--- config.mk ---
export PLATFORM = sky130hd
export DESIGN_NAME = serial_adder_ctrl
export DESIGN_NICKNAME = d
export VERILOG_FILES = /design/src/rtl/serial_adder_ctrl_pkg.sv /design/src/rtl/serial_adder_ctrl_adder_slice2.sv /design/src/rtl/serial_adder_ctrl.sv
export SDC_FILE = /design/constraint.sdc
export NUM_CORES = 1
export LEC_CHECK = 0
export CAP_MARGIN = 20
export CORE_MARGIN = 2
export CORE_UTILIZATION = 35
export CTS_CLUSTER_SIZE = 12
export DETAILED_ROUTE_END_ITERATION = 16
export PLACE_DENSITY = 0.58
export SLEW_MARGIN = 20
export SYNTH_ARGS = -nofsm -noshare
export SYNTH_HDL_FRONTEND = slang
export SYNTH_SLANG_ARGS = --single-unit
--- constraint.sdc ---
create_clock -name clk -period 1.9 [get_ports clk]
set_input_delay 0.475 -clock clk [delete_from_list [all_inputs] [get_ports clk]]
set_output_delay 0.475 -clock clk [all_outputs]
set_load 0.01 [all_outputs]
--- src/rtl/serial_adder_ctrl_pkg.sv ---
// Shared state encodings and digit width for the serial adder controller.
package serial_adder_ctrl_pkg;

    localparam int DIG_W = 2;

    typedef enum logic [1:0] {
        ST_IDLE = 2'd0,
        ST_RUN  = 2'd1,
        ST_DONE = 2'd2
    } state_t;

endpackage

--- src/rtl/serial_adder_ctrl_adder_slice2.sv ---
// Combinational 2-bit ripple adder slice built from two full adders; holds no state.
module adder_slice2 (
    input  logic [1:0] a,
    input  logic [1:0] b,
    input  logic       ci,
    output logic [1:0] s,
    output logic       co
);

    logic c1;

    always_comb begin
        s[0] = a[0] ^ b[0] ^ ci;
        c1   = (a[0] & b[0]) | (ci & (a[0] ^ b[0]));
        s[1] = a[1] ^ b[1] ^ c1;
        co   = (a[1] & b[1]) | (c1 & (a[1] ^ b[1]));
    end

endmodule

--- src/rtl/serial_adder_ctrl.sv ---
// Serial adder controller: adds two WIDTH-bit operands two bits per clock through
// one adder_slice2, carrying between digits in a register.
module serial_adder_ctrl
    import serial_adder_ctrl_pkg::*;
#(
    parameter int WIDTH = 8
) (
    input  logic             clk,
    input  logic             rst_n,
    input  logic             start,
    input  logic             abort,
    input  logic [WIDTH-1:0] a,
    input  logic [WIDTH-1:0] b,
    input  logic             cin,
    output logic             busy,
    output logic             done,
    output logic [WIDTH-1:0] sum,
    output logic             cout
);

    localparam int NDIG  = WIDTH / DIG_W;
    localparam int CNT_W = (NDIG > 1) ? $clog2(NDIG) : 1;

    generate
        if (((WIDTH % 2) != 0) || (WIDTH < 2)) begin : g_bad_width
            $error("serial_adder_ctrl: WIDTH must be even and >= 2");
        end
    endgenerate

    state_t             state;
    logic [WIDTH-1:0]   a_sh;
    logic [WIDTH-1:0]   b_sh;
    logic [WIDTH-1:0]   sum_nxt;
    logic               carry;
    logic [CNT_W-1:0]   cnt;
    logic [DIG_W-1:0]   s;
    logic               c2;

    adder_slice2 u_slice (
        .a  (a_sh[DIG_W-1:0]),
        .b  (b_sh[DIG_W-1:0]),
        .ci (carry),
        .s  (s),
        .co (c2)
    );

    // New digit enters at the top so the first (LSB) digit ends up in sum[1:0].
    generate
        if (WIDTH == DIG_W) begin : g_sum_single
            assign sum_nxt = s;
        end else begin : g_sum_shift
            assign sum_nxt = {s, sum[WIDTH-1:DIG_W]};
        end
    endgenerate

    always_ff @(posedge clk or negedge rst_n) begin
        if (!rst_n) begin
            state <= ST_IDLE;
            busy  <= 1'b0;
            done  <= 1'b0;
            sum   <= '0;
            cout  <= 1'b0;
            a_sh  <= '0;
            b_sh  <= '0;
            carry <= 1'b0;
            cnt   <= '0;
        end else begin
            case (state)
                ST_IDLE: begin
                    if (start) begin
                        a_sh  <= a;
                        b_sh  <= b;
                        carry <= cin;
                        cnt   <= '0;
                        sum   <= '0;
                        busy  <= 1'b1;
                        state <= ST_RUN;
                    end
                end
                ST_RUN: begin
                    // Abort wins even over the final digit; partial sum stays frozen.
                    if (abort) begin
                        busy  <= 1'b0;
                        state <= ST_IDLE;
                    end else begin
                        sum   <= sum_nxt;
                        a_sh  <= a_sh >> DIG_W;
                        b_sh  <= b_sh >> DIG_W;
                        carry <= c2;
                        cnt   <= cnt + CNT_W'(1);
                        if (cnt == CNT_W'(NDIG - 1)) begin
                            cout  <= c2;
                            done  <= 1'b1;
                            state <= ST_DONE;
                        end
                    end
                end
                ST_DONE: begin
                    done  <= 1'b0;
                    busy  <= 1'b0;
                    state <= ST_IDLE;
                end
                default: begin
                    done  <= 1'b0;
                    busy  <= 1'b0;
                    state <= ST_IDLE;
                end
            endcase
        end
    end

endmodule

* Yosys cells after proc, flatten, opt, wreduce, memory -nomap -nowiden *
Cells that the tools add are included.

storage, ports and cells
  register bits = 32
  output and inout port bits = 11

cells by class
  reduce and logical (&&, ||, !) cells = 7
  bitwise logic cells = 12
  equal/unequal tests = 7
  $add $sub $neg = 1
  mux-type cells = 25

operator list
  kind                                                  number
  two-way mux 8 bit                                     6
  case mux 8 bit (2 select lines)                       3
  two-way mux 2 bit                                     5
  AND reduction 3 bit                                   3
  inequality test 2 bit (second input constant)         4
  case mux 2 bit (2 select lines)                       2
  two-way mux 1 bit                                     6
  case mux 1 bit (2 select lines)                       3
  bitwise AND 1 bit                                     4
  AND reduction 2 bit                                   2
  XOR 1 bit                                             4
  inequality test 3 bit (second input constant)         1
  adder 2 x 1 -> 2 bit (second input constant)          1
  equality test 2 x 1 -> 1 bit (second input constant)  1
  equality test 2 bit (second input constant)           1
  logical NOT 2 bit                                     1
  NOT 1 bit                                             2
  OR 1 bit                                              2
  nonzero test 2 bit                                    1

* Depth between registers and ports, before layout *
  word-level depth = 7
  mapped depth = 6

* Cells and area by module *
From an unflattened synthesis, not the netlist that was laid out.

unflattened totals
  cells, all modules = 136
  area, all modules = 1656.6 µm²

by module, submodules not included
  module             instances  seq. area each (µm²)  cells an instance  area an instance (µm²)
  serial_adder_ctrl  1          800.8                 126                1586.5
  adder_slice2       1          0.0                   10                 70.1

* Worst setup path before layout *
No wires, ideal clock.

  path kind = register -> register
  start point = register a_sh[0]
  end point = register sum[7]
  stages on the path, launching flop included = 6
  arrival time = 1.567 ns
  library setup time = 0.128 ns
  required time = 1.772 ns
  path slack = 0.205 ns
  clock period less this slack = 1.695 ns
  cell sequence = dfrtp_1 -> inv_1 -> fa_1 -> fa_1 -> nor2_1 -> mux2_1

on the way
  longest elaborated chain between the ends = 6

ends and longest elaborated chain
  element                            RTL line                              source
  start, declared                    serial_adder_ctrl.sv:31               logic [WIDTH-1:0] a_sh;
  start signal, assigned             serial_adder_ctrl.sv:87               a_sh <= a_sh >> DIG_W;
  XOR 1 bit                          serial_adder_ctrl_adder_slice2.sv:14  c1 = (a[0] & b[0]) | (ci & (a[0] ^ b[0]));
  bitwise AND 1 bit                  serial_adder_ctrl_adder_slice2.sv:14
  OR 1 bit *                         serial_adder_ctrl_adder_slice2.sv:14
  XOR 1 bit *                        serial_adder_ctrl_adder_slice2.sv:15  s[1] = a[1] ^ b[1] ^ c1;
  two-way mux 8 bit *                serial_adder_ctrl.sv:82               if (abort) begin
  case mux 8 bit (2 select lines) *  serial_adder_ctrl.sv:68               case (state)
  end signal, assigned               serial_adder_ctrl.sv:86               sum <= sum_nxt;
  end, declared                      serial_adder_ctrl.sv:17               output logic [WIDTH-1:0] sum,

Mark *: on every way between the ends. The rest lies on a longest branch, timed or not. The select of a mux whose other input is x is not followed.
A chain may end at the register's enable or synchronous reset.

* Worst setup path in the final report *
Ends and elaborated chain as after synthesis.

==> run metrics <==
Filler cells=405; status=complete, no violations; CTS Hold Bufs=0; number of diodes=0; min-delay src=cnt[0]$_DFFE_PN0P_; vias per inst=4.84; die area=5280 µm²; critical path cell sequence=inv_1, fa_1, fa_1, nor2_1, mux2_1; WP data arrival=1920 ps; Worst IR Drop VDD=0.000520 V; hold path depth=1; WHS Endpoint=cnt[0]$_DFFE_PN0P_; share of the synthesized area in the top cell type=48.6%; max-slew violations=0; Synth warnings=0; GPL Wtd Cong=0.713; post-synth net total=158; Seq/Total Area, Yosys=48.6%; max frequency=567 MHz; design area=2120 µm²; RSZ-0062 raised after global routing=no; Clock transition at path regs=60 ps; critical path's slowest cell=fa_1; fraction of registers with async set/reset=100%; Synth area leader=dfrtp_1; vias in the first global route=1208; routed wire length=3.14 mm; share of cells above drive strength 1=19.0%; root buffer cell=clkbuf_8; Crit Path Class=flip-flop to flip-flop; total grt overflow=0; Synth Area per Inst=12.3 µm²; Max-Slew Margin vs Limit=72.5%; Core Box Area=4440 µm²; DRC viols=0; Worst Max-Slew Pin Slew=412 ps; Leak Pwr=0.993 nW; cell repeated most along the worst path=fa_1; total CTS buffers=5; TritonCTS clock tree=built; CP max FO=2; Die X=72.6 µm; number of cell rows=24; terminus of the critical flop-to-flop path=sum[7]$_DFFE_PN0P_; top-count cell post-synth=dfrtp_1; via count=1093; nets@finish=200; Resized cells post-CTS=0; Main synth FF type=dfrtp_1; # setup viols final=0; Port Buffers=31; max-cap violation count=0; Initial DRC Count=34; post-CTS setup buffer count=0; Area contributors post-synth=dfrtp_1 (49%), mux2_4 (13%), mux2i_1 (11%); Syn Inst Count=134; antenna violations before repair=0; Routed WL per cell=13.9 µm; Fin. Hold Viols=0; DP Worst Slack=-36.9 ps; PwrDens=1320 nW/µm²; Detailed Routing Iterations Pass 1=6; Req. time, crit path=2060 ps; Area Growth Syn to Fin=28.4%; Routed Antenna Nets=0; Final Skew=3.55 ps; reg-to-reg startpoint=a_sh[0]$_DFFE_PN0P_; fin crit share=92.8%; die extent in y=72.6 µm; hpwl dp=2.38 mm; worst hold slack=484 ps; area post-placement=2050 µm²; Post-synth EDFFs=0; Period minus WS final=1760 ps; Total Routing Usage GR=13.5%; Longest Clk Path Bufs=2; FF-to-FF path depth=5; mapped cell area=1650 µm²; R2R Setup Slk=140 ps; H-tree levels=2; register bit total from synthesis=32; first-pass GRT wire length=5.42 mm; FF+latch area=801 µm²; synth unique cells=24; Multi-input gate area=732 µm²; Clock Latency Late Sink=280 ps; slowest stage delay, CP=490 ps; Worst Hold Class=flip-flop to flip-flop; clk sinks=32; setup ws final=136 ps; Worst setup EP type=flip-flop; Commonest cells post-synth=dfrtp_1 (32), mux2i_1 (18), inv_1 (14), mux2_4 (14), nand2_1 (13); largest net degree at the start of global routing=33; IO Pins=32; Starting Density=37.1%; Critical Path Source Type=flip-flop
-- per-layer routing --
metal / up-vias / share of wire [%] / global-route usage [%]
met5: - / 0 / 0
met4: 0 / 1.4 / 4.32
met3: 6 / 5.3 / 4.14
li1: 523 / - / -
met1: 532 / 46 / 16.3
met2: 32 / 47 / 22.9
-- worst max-delay path by stage --
stage | start | end | slack, ps
2_1_floorplan | a_sh[0]$_DFFE_PN0P_ | sum[7]$_DFFE_PN0P_ | 210
3_3_place_gp | start | b_sh[2]$_DFFE_PN0P_ | 30
3_5_place_dp | start | sum[4]$_DFFE_PN0P_ | -40
4_1_cts | a_sh[0]$_DFFE_PN0P_ | sum[7]$_DFFE_PN0P_ | 120
5_1_grt | b_sh[0]$_DFFE_PN0P_ | sum[7]$_DFFE_PN0P_ | 60
6_report | a_sh[0]$_DFFE_PN0P_ | sum[7]$_DFFE_PN0P_ | 140
-- cell type report --
class / count / area share, %
flip-flops and latches: 32 / 37.8
well taps: 52 / 3.07
repair buffers: 41 / 18.8
inverters: 14 / 2.48
clock buffers: 5 / 3.25
multi-input cells: 82 / 34.6
-- report_power, final --
| group | total [mW] | leakage (nW) | switching (mW) | internal (mW) |
|---|---|---|---|---|
| sequential | 1.10 | 0.402 | 0.157 | 0.947 |
| clock | 0.455 | 0.0359 | 0.219 | 0.235 |
| combinational | 1.24 | 0.555 | 0.513 | 0.723 |
| total | 2.79 | 0.993 | 0.889 | 1.91 |
-- state kept, by name, indices dropped and copies added, names as in the netlist --
signal,flops
a_sh,8
b_sh,8
busy,1
carry,1
cnt,2
cout,1
done,1
state,2
sum,8
-- cells in the final DEF (no fill, tap or decap), types with 2 or more instances in the layout --
cell type        count
clkbuf_8             5
a21oi_1              6
dfrtp_1             32
buf_4                9
nor2b_1              6
o21ai_1              5
fa_1                 2
inv_1               14
mux2_1               3
clkdlybuf4s50_1     31
nor2_1               3
mux2_4              14
nand2_1             13
nand2b_1             2
mux2i_1             18
-- per-stage QoR --
| step | utilization [%] | total power [mW] | cells | TNS (ps) |
|---|---|---|---|---|
| floorplan | - | 1.95 | 134 | 0 |
| global placement | 46.1 | 2.31 | 221 | 0 |
| detailed placement | 46.1 | 2.37 | 221 | -71.3 |
| CTS | 47.6 | 2.84 | 226 | 0 |
| global route | 47.6 | 3.00 | 226 | 0 |
| finish | 47.6 | 2.79 | 226 | 0 |
-- critical path, delay by kind of cell, from the launching register on --
kind                     cells  cell delay [ps]
AND/OR/NAND/NOR              1               50
multiplexers                 1              280
buffers and inverters        1               70
adder cells (fa/ha/maj)      2              920
flip-flops                   1              320
-- kinds of logic after synthesis --
logic type / share of synthesized area, %
multiplexers: 26.4
flip-flops: 48.6
AND/OR/NAND/NOR: 9.18
buffers and inverters: 7.06
AO/OA/AOI/OAI: 5.62
adder cells (fa/ha/maj): 3.19
Note: power is estimated with default switching activity, not from simulation.
